--- config.mk ---
export PLATFORM = sky130hd
export DESIGN_NAME = modbus_scan_sched
export DESIGN_NICKNAME = d
export VERILOG_FILES = /design/src/rtl/modbus_scan_sched.sv
export SDC_FILE = /design/constraint.sdc
export NUM_CORES = 1
export LEC_CHECK = 0
export CAP_MARGIN = 40
export CORE_AREA = 2 2 120 122
export CTS_CLUSTER_SIZE = 24
export DETAILED_ROUTE_END_ITERATION = 6
export DIE_AREA = 0 0 122 124
export HOLD_SLACK_MARGIN = 0.12
export PLACE_DENSITY = 0.86
export SLEW_MARGIN = 10
export SYNTH_ARGS = -nofsm -noshare
export SYNTH_HDL_FRONTEND = slang
export SYNTH_SLANG_ARGS = --single-unit
--- constraint.sdc ---
create_clock -name clk -period 3.88 [get_ports clk]
set_clock_uncertainty 0.2 [all_clocks]
set_input_delay 0.97 -clock clk [delete_from_list [all_inputs] [get_ports clk]]
set_output_delay 0.97 -clock clk [all_outputs]
set_load 0.01 [all_outputs]
--- src/rtl/modbus_scan_sched.sv ---
// Modbus scan scheduler: walks a scan table, issues one request per entry,
// retries failed entries, and idles scan_period_ms between table passes.
// Optional response timeout is built when MODBUS_SCAN_TIMEOUT_EN is defined;
// without it WAIT_RSP is left only on rsp_v and TO_MS has no effect.
module modbus_scan_sched #(
  parameter int SCAN_MAX   = 16,
  parameter int CLK_PER_MS = 50000,
  parameter int TO_MS      = 100
) (
  input  logic        clk,
  input  logic        rst_n,
  input  logic        scan_en,
  input  logic [7:0]  scan_count,
  input  logic [15:0] scan_period_ms,
  input  logic [3:0]  scan_retry_max,
  output logic [7:0]  ent_idx,
  input  logic [7:0]  ent_slave,
  input  logic [7:0]  ent_func,
  input  logic [15:0] ent_addr,
  input  logic [15:0] ent_qty,
  output logic        req_v,
  input  logic        req_rdy,
  output logic [7:0]  req_slave,
  output logic [7:0]  req_func,
  output logic [15:0] req_addr,
  output logic [15:0] req_qty,
  input  logic        rsp_v,
  input  logic        rsp_ok,
  output logic        busy,
  output logic [15:0] scan_cycles_done,
  output logic [15:0] scan_err_count
);

  localparam logic [2:0] S_IDLE        = 3'd0;
  localparam logic [2:0] S_LOAD        = 3'd1;
  localparam logic [2:0] S_ISSUE       = 3'd2;
  localparam logic [2:0] S_WAIT_RSP    = 3'd3;
  localparam logic [2:0] S_NEXT        = 3'd4;
  localparam logic [2:0] S_WAIT_PERIOD = 3'd5;

  localparam int             PW       = (CLK_PER_MS > 1) ? $clog2(CLK_PER_MS) : 1;
  localparam logic [PW-1:0]  PRE_LAST = PW'(CLK_PER_MS - 1);
  localparam logic [8:0]     SMAX     = 9'(SCAN_MAX);

  logic [2:0]    state;
  logic [3:0]    retry;
  logic [PW-1:0] presc;
  logic [15:0]   per_cnt;
  logic [8:0]    eff_cnt;
  logic          tick, last_ent, per_done, to_hit, rsp_fail, hs;

  assign eff_cnt  = ({1'b0, scan_count} > SMAX) ? SMAX : {1'b0, scan_count};
  assign tick     = (presc == PRE_LAST);
  // eff_cnt may shrink mid-pass; anything at or past the end closes the pass
  assign last_ent = ({1'b0, ent_idx} + 9'd1) >= eff_cnt;
  assign per_done = (scan_period_ms == 16'd0) ||
                    (tick && (({1'b0, per_cnt} + 17'd1) >= {1'b0, scan_period_ms}));
  assign hs       = (state == S_ISSUE) && req_rdy;
  assign req_v    = (state == S_ISSUE);
  assign busy     = (state != S_IDLE);

`ifdef MODBUS_SCAN_TIMEOUT_EN
  logic [15:0] to_cnt;
  assign to_hit = tick && (({16'd0, to_cnt} + 32'd1) >= 32'(TO_MS));

  // response timeout in ms ticks, restarted at every request handshake
  always_ff @(posedge clk or negedge rst_n) begin
    if (!rst_n)                            to_cnt <= '0;
    else if (hs)                           to_cnt <= '0;
    else if (state == S_WAIT_RSP && tick)  to_cnt <= to_cnt + 16'd1;
  end
`else
  assign to_hit = 1'b0;
`endif

  // a response pulse wins over a timeout landing in the same cycle
  assign rsp_fail = (state == S_WAIT_RSP) && (rsp_v ? !rsp_ok : to_hit);

  // ms prescaler; restarted when entering WAIT_RSP (handshake) or leaving NEXT
  always_ff @(posedge clk or negedge rst_n) begin
    if (!rst_n)                    presc <= '0;
    else if (hs || state == S_NEXT) presc <= '0;
    else if (tick)                 presc <= '0;
    else                           presc <= presc + 1'b1;
  end

  // idle-gap ms counter for WAIT_PERIOD
  always_ff @(posedge clk or negedge rst_n) begin
    if (!rst_n)                              per_cnt <= '0;
    else if (state == S_NEXT)                per_cnt <= '0;
    else if (state == S_WAIT_PERIOD && tick) per_cnt <= per_cnt + 16'd1;
  end

  // scan sequencing, request registers, retry and statistics
  always_ff @(posedge clk or negedge rst_n) begin
    if (!rst_n) begin
      state            <= S_IDLE;
      ent_idx          <= '0;
      retry            <= '0;
      req_slave        <= '0;
      req_func         <= '0;
      req_addr         <= '0;
      req_qty          <= '0;
      scan_cycles_done <= '0;
      scan_err_count   <= '0;
    end else begin
      case (state)
        S_IDLE: begin
          ent_idx <= '0;
          if (scan_en && eff_cnt != 9'd0) state <= S_LOAD;
        end
        S_LOAD: begin
          req_slave <= ent_slave;
          req_func  <= ent_func;
          req_addr  <= ent_addr;
          req_qty   <= ent_qty;
          retry     <= '0;
          state     <= S_ISSUE;
        end
        S_ISSUE: begin
          if (req_rdy) state <= S_WAIT_RSP;
        end
        S_WAIT_RSP: begin
          if (rsp_v && rsp_ok) begin
            state <= S_NEXT;
          end else if (rsp_fail) begin
            if (retry < scan_retry_max) begin
              retry <= retry + 4'd1;
              state <= S_ISSUE;
            end else begin
              if (scan_err_count != 16'hFFFF) scan_err_count <= scan_err_count + 16'd1;
              state <= S_NEXT;
            end
          end
        end
        S_NEXT: begin
          if (last_ent) scan_cycles_done <= scan_cycles_done + 16'd1;
          if (!scan_en) begin
            ent_idx <= '0;
            state   <= S_IDLE;
          end else if (last_ent) begin
            ent_idx <= '0;
            state   <= S_WAIT_PERIOD;
          end else begin
            ent_idx <= ent_idx + 8'd1;
            state   <= S_LOAD;
          end
        end
        S_WAIT_PERIOD: begin
          if (!scan_en || eff_cnt == 9'd0) begin
            ent_idx <= '0;
            state   <= S_IDLE;
          end else if (per_done) begin
            state <= S_LOAD;
          end
        end
        default: state <= S_IDLE;
      endcase
    end
  end

endmodule

# Word level (Yosys, flattened, before mapping)
# Cells that the tools add are included.
op_classes:
  addsub: 8
  n_mul: 0
  div_mod_pow: 0
  magnitude_cmp: 4
  n_eq_ne: 15
  n_shift: 0
  muxes: 24
  n_bitwise: 2
  reduce_logical: 24
ops:
  columns: ["operator", "count"]
  rows:
  - ["adder 16 x 1 -> 16 bit, second input constant", 4]
  - ["2-to-1 mux 16 bit", 4]
  - ["2-to-1 mux 8 bit", 4]
  - ["2-to-1 mux 3 bit", 9]
  - ["one-hot mux 8 bit (3 select lines)", 1]
  - ["one-hot mux 3 bit (6 select lines)", 1]
  - ["adder 16 x 1 -> 17 bit, second input constant", 1]
  - [">= comparator 17 x 16 -> 1 bit", 1]
  - ["== test 16 bit, second input constant", 1]
  - ["zero test 16 bit", 1]
  - ["!= test 16 bit, second input constant", 1]
  - ["2-to-1 mux 4 bit", 3]
  - ["adder 8 x 1 -> 9 bit, second input constant", 1]
  - [">= comparator 9 x 8 -> 1 bit", 1]
  - ["zero test 9 bit", 1]
  - ["nonzero test 9 bit", 1]
  - ["adder 8 x 1 -> 8 bit, second input constant", 1]
  - ["greater-than comparator 8 x 5 -> 1 bit, second input constant", 1]
  - ["one-hot mux 4 bit (2 select lines)", 1]
  - ["AND reduction 4 bit", 2]
  - ["== test 3 x 2 -> 1 bit, second input constant", 2]
  - ["== test 3 bit, second input constant", 2]
  - ["logical AND 1 bit", 6]
  - ["!= test 2 x 1 -> 1 bit, second input constant", 3]
  - ["other kinds (14)", 24]
word_totals:
  regBits: 127
  latch_bits: 0
  ramBits: 0
  rom_bits: 0
  inputBits: 82
  out_inout_bits: 90
  elab_cells: 88
  memories: 0

# Depth between registers and ports, before layout
logic_depth:
  depth_word: 7
  ltp_mapped: 12
  mapped_depth_nobuf: 12

# Least setup slack after synthesis
# No wires, ideal clock.
synth_timing:
  path_kind: "input to register"
  from: "in scan_count[7]"
  to: "reg state[2]"
  setup_ps: 131
  arrival_time_ps: 2904
  required_ps: 3549
  path_slack_ps: 645
  path_stages: 9
  path_buffers: 0
  cell_sequence: "nor4_2 and2_1 ha_1 nand2b_1 a21o_1 a21oi_1 o211a_1 nor2_1 or3_1"
synth_via:
  elab_chain_cells: 6
  elab_cells_between_ends: 14
  classes_between: "order compare: 2; eq/ne: 2; mux: 5; reduce/logical: 5"
synth_rtl:
  columns: ["element", "line_no", "source"]
  rows:
  - ["start: declaration", "13", "input logic [7:0] scan_count,"]
  - ["greater-than comparator 8 x 5 -> 1 bit", "52", "assign eff_cnt = ({1'b0, scan_count} > SMAX) ? SMAX : {1'b0, scan_count};"]
  - ["2-to-1 mux 8 bit *", "52", null]
  - [">= comparator 9 x 8 -> 1 bit, or another cell as far along", "55", "assign last_ent = ({1'b0, ent_idx} + 9'd1) >= eff_cnt;"]
  - ["2-to-1 mux 3 bit, or another cell as far along", "141", "end else if (last_ent) begin"]
  - ["2-to-1 mux 3 bit, or another cell as far along", "138", "if (!scan_en) begin"]
  - ["one-hot mux 3 bit (6 select lines) / AND reduction 4 bit (equally long branches)", null, null]
  - ["end signal: assignment", "110", "if (scan_en && eff_cnt != 9'd0) state <= S_LOAD;"]
  - ["end signal: assignment", "140", "state <= S_IDLE;"]
  - ["end signal: assignment", "143", "state <= S_WAIT_PERIOD;"]
  - ["end: declaration", "45", "logic [2:0] state;"]
# Every way passes the cells marked *; elsewhere a longest branch is shown, timed or not.
# A chain may end at the register's enable or synchronous reset.

# Final worst setup path
layout_timing:
  from: "reg state[2]"
  to: "out req_v"
layout_via:
  elab_chain_cells: 1
layout_rtl:
  columns: ["element", "line_no", "source"]
  rows:
  - ["start signal: assignment", "97", "state <= S_IDLE;"]
  - ["start signal: assignment", "110", null]
  - ["start signal: assignment", "118", "state <= S_ISSUE;"]
  - ["== test 3 x 2 -> 1 bit", "59", "assign req_v = (state == S_ISSUE);"]
  - ["end: declaration", "21", "output logic req_v,"]
# Every way passes these cells.

==> impl_summary.md <==
Status
The flow ran to the end, and the final reports show no timing, DRC or antenna violations.

GRT
The maximum number of pins on one net before global-route repair is 52. Global routing consumed, over all layers together, ~22% of the routing resources. The total overflow left after global routing is 0. The via count of the first global-routing pass is ~5700. The first-pass GRT wire length is 26880 um. The number of antenna violations at the first check in global routing was 0.

Cells and area
The sequential cell area in the final layout is roughly 3200 sq um. Of the cells placed in the final design, the portion with a size suffix greater than 1 is 6.037%. Counting the fill cells in the layout gives 1049. The count of antenna diodes in the layout is 0. In the final layout, the multi-input gates occupy 3258 sq um. Cells fill approximately 67% of the core in the end. The net count of the finished layout is about 1000. The area added between synthesis and finish is 38.67%. The non-filler instance count after layout is roughly 1100.

Critical path
The worst endpoint data arrival time is ~2200 ps. The sort of element at the end of the critical path is an output port. In this run the critical register-to-register path is captured at ent_idx[1]$_DFFE_PN0P_. The critical path in this run is classified as reg -> out. STA classifies the critical path startpoint as a register.

The startpoint identified for the worst register-to-register timing path is ent_idx[2]$_DFFE_PN0P_. At the worst endpoint, the required time is 2710 ps. The register-to-register path setup slack is between 600 and 700 ps. In this run the worst path has a maximum fanout of 21. The cell depth of the worst flop-to-flop path is 11.

Timing
Static timing analysis puts the maximum clock frequency at around 300 MHz. Hold is met by ~270 ps. The time the final worst path needs with I/O delays and setup is approximately 3300 ps. Setup repair after global routing left no endpoint under its margin. The number of hold violations in the final report is 0. The transition time at the pin with the least slew margin is slightly below 800 ps.

The final max-slew violation count is 0. The final setup violation count is 0. The final-layout setup total negative slack is 0 ps. The worst-case headroom to the max-slew limit is about half. Of the available clock period, the critical path in the final layout requires 85.59%.

Power
The logic gate share of total power is about 29%. The switching power share of the total is about 29%. The peak supply drop is between 400 and 500 uV. The share of power burned in the clock network is between 30% and 40%. The power density relative to cell area is about 550 nW/um^2. The leakage power total is around 4.4 nW. The switching power summed over all nets is about 1.5 mW. The sequential power share is between 30% and 40%.

Internal power comes to 3.609 mW.

Route
The number of routed nets with antenna violations is 0. The iteration count of the initial detailed-routing pass is 5. The routed via count is ~5600.

After detailed routing, the number of remaining DRC violations is 0. In the final routed layout, each cell accounts on average for approximately 15 um. The met1 wire length is about 7000 um. The uppermost metal layer occupied by signal nets is met4. For this block, the initial DRC count from the detailed router was ~390. Detailed routing placed a total of 8126 um of wire on met2.

The total wirelength of the detailed-routed design is 16390 um. The met3 routed wirelength is slightly below 1000 um. The mean number of vias per cell is roughly 5.2.

Clocking
In this run the post-CTS setup repair buffer count came out at 0. The clock latency reported for the late side of the worst-skew pair is 420 ps. The maximum buffer depth of the clock tree is 2.

The maximum level of the CTS H-tree is 4. The CTS sink count is around 130. The total clock buffers created by CTS is 17. Clock-pin slew was measured on the worst setup and hold paths at about 60 ps. Buffers inserted to repair hold after CTS numbered 0. CTS placed an instance of sky130_fd_sc_hd__clkbuf_16 at the clock tree root. The count of instances resized after the clock tree is built is 0. TritonCTS built the clock tree.

Flow run
The number of max-cap violations is 0.

Placed design
After detailed placement, the design holds a cell count of around 1100. The number of buffers inserted by port buffering is around 170. After legalization and detailed placement, the total HPWL measured approximately 12000 um. The final weighted congestion of routability-driven global placement is just under 0.9.

Floorplan
The placeable core region is between 10000 and 15000 sq um. between 150 and 200 I/O pins were placed. The number of placement rows is between 40 and 50. The height of the die is between 100 and 150 um. Once the floorplan was initialized, standard cells occupied between 40% and 50% of the core. In this run the horizontal extent of the chip is roughly 120 um.

The die area is 15130 sq um.

Yosys
The total of flip-flops plus latches after synthesis is 127. In the synthesized netlist the dominant register cell turns out to be sky130_fd_sc_hd__dfrtp_1. The average size of a mapped cell is just over 9 sq um. In this run the cell area of the synthesized design comes to between 6000 and 7000 sq um. The synthesis warning total is 0. The synthesized design contains 0 enable-type register cells.

The sequential element share of the synthesized area is a little under half. The number of distinct library cells after synthesis is 56. The cell count after synthesis is a little over 700. In the synthesized netlist the async set-or-reset flop fraction comes to 100.0%.

Hold path
The type of the tightest min-delay check is reg -> reg. In this run the most critical hold path is launched from scan_cycles_done[15]$_DFFE_PN0P_. Counting instances, the worst hold path has a depth of 1. The worst hold path terminates at scan_cycles_done[15]$_DFFE_PN0P_.
[power groups by stage]
stage | Sequential [mW] | Combinational, mW | Clock, mW
6_report | 1.87 | 1.48 | 1.76
2_1_floorplan | 1.95 | 0.576 | 0
4_1_cts | 1.87 | 1.50 | 1.78
3_3_place_gp | 1.87 | 1.45 | 0
3_5_place_dp | 1.88 | 1.49 | 0
5_1_grt | 1.91 | 1.63 | 1.84
[through the flow]
stage / setup WS, ps / total power, mW / area [sq um]
floorplan: 645.2 / 2.530 / 6653
global route: 300.7 / 5.384 / 9215
CTS: 531.2 / 5.149 / 9215
global placement: 198.6 / 3.320 / 8559
finish: 559.3 / 5.107 / 9215
detailed placement: 147.3 / 3.370 / 8559
[kinds of logic (layout without fill, tap and decap cells)]
kind of cell,count (synthesis),after routing,share of synthesized area (%)
mux,5,5,0.8284
other cells,1,3,0.05643
buf+inv,59,242,3.408
fa+ha+maj,33,33,6.214
compound gates,69,69,7.193
simple gates,369,369,26.17
flops,127,127,47.83
xor+xnor,63,63,8.303
[metal layers]
| layer | vias to the layer above | track usage, % |
|---|---|---|
| li1 | 2795 | - |
| met3 | 25 | 6.777 |
| met4 | 0 | 7.974 |
| met2 | 149 | 37.29 |
| met5 | - | 0 |
| met1 | 2669 | 27.86 |
[flip-flops by register name, indices dropped and copies added (netlist names)]
signal and count:
per_cnt 16, req_qty 16, req_addr 16, state 3
scan_cycles_done 16, scan_err_count 16, req_slave 8, retry 4
ent_idx 8, req_func 8, presc 16
[worst max-delay path, stage by stage (launching register included)]
cell and delay [ps]:
sky130_fd_sc_hd__dfrtp_1 620, sky130_fd_sc_hd__nor3b_1 480, sky130_fd_sc_hd__clkdlybuf4s50_1 630
[placed cells by master (no fill, tap or decap), drive strengths merged, types with 3 or more instances in the layout]
cell	instances
nor4	7
nor2	40
clkbuf	22
and2	5
nor3b	3
clkdlybuf4s50	170
bufinv	5
nand4	19
nor2b	3
dfrtp	127
or3	3
conb	3
a41o	3
buf	9
ha	33
clkinv	3
nand3	42
nor3	12
a21o	7
a22o	5
and4	5
inv	32
mux2	4
a21oi	12
nand2	192
xor2	22
o31ai	6
xnor2	41
and3	19
o21ai	18
nand2b	9
[Yosys cell counts, types with 2 or more instances]
master	n	area (sq um)
sky130_fd_sc_hd__a21o_1	7	52.55
sky130_fd_sc_hd__a21oi_1	12	60.06
sky130_fd_sc_hd__a221oi_1	2	17.52
sky130_fd_sc_hd__a22o_1	5	43.79
sky130_fd_sc_hd__a22oi_1	2	15.01
sky130_fd_sc_hd__a31oi_1	2	12.51
sky130_fd_sc_hd__a41o_1	3	30.03
sky130_fd_sc_hd__and2_1	5	31.28
sky130_fd_sc_hd__and3_1	17	106.4
sky130_fd_sc_hd__and3_2	2	15.01
sky130_fd_sc_hd__and4_1	4	35.03
sky130_fd_sc_hd__and4b_1	2	20.02
sky130_fd_sc_hd__buf_2	4	20.02
sky130_fd_sc_hd__clkbuf_1	24	90.09
sky130_fd_sc_hd__dfrtp_1	127	3178
sky130_fd_sc_hd__ha_1	33	412.9
sky130_fd_sc_hd__inv_1	31	116.4
sky130_fd_sc_hd__mux2_2	4	45.04
sky130_fd_sc_hd__nand2_1	192	720.7
sky130_fd_sc_hd__nand2b_1	9	56.30
sky130_fd_sc_hd__nand3_1	42	210.2
sky130_fd_sc_hd__nand3b_1	2	15.01
sky130_fd_sc_hd__nand4_1	17	106.4
sky130_fd_sc_hd__nor2_1	40	150.1
sky130_fd_sc_hd__nor2b_1	3	18.77
sky130_fd_sc_hd__nor3_1	12	60.06
sky130_fd_sc_hd__nor3b_1	3	22.52
sky130_fd_sc_hd__nor4_1	6	37.54
sky130_fd_sc_hd__nor4bb_1	2	20.02
sky130_fd_sc_hd__o21ai_0	18	90.09
sky130_fd_sc_hd__o31ai_1	6	45.04
sky130_fd_sc_hd__or3_1	3	18.77
sky130_fd_sc_hd__xnor2_1	41	359.1
sky130_fd_sc_hd__xor2_1	22	192.7
[how the worst max path moves through the flow]
stage | end | slack [ps] | start | cells after the start
global placement | scan_cycles_done[11]$_DFFE_PN0P_ | 200 | scan_count[7] | 12
global route | ent_idx[1]$_DFFE_PN0P_ | 300 | ent_idx[2]$_DFFE_PN0P_ | 11
CTS | req_v | 530 | state[2]$_DFFE_PN0P_ | 2
detailed placement | ent_idx[1]$_DFFE_PN0P_ | 150 | scan_count[7] | 12
finish | req_v | 560 | state[2]$_DFFE_PN0P_ | 2
floorplan | state[2]$_DFFE_PN0P_ | 650 | scan_count[7] | 9
[layout make-up]
cell class | instances | share of cell area (%)
inverter | 31 | 1.263
tap | 180 | 2.444
multi-input combinational | 542 | 35.36
timing repair buffer | 179 | 19.33
clock buffer | 22 | 5.146
clock inverter | 10 | 1.969
sequential | 127 | 34.49
(Power assumes the default switching activity.)
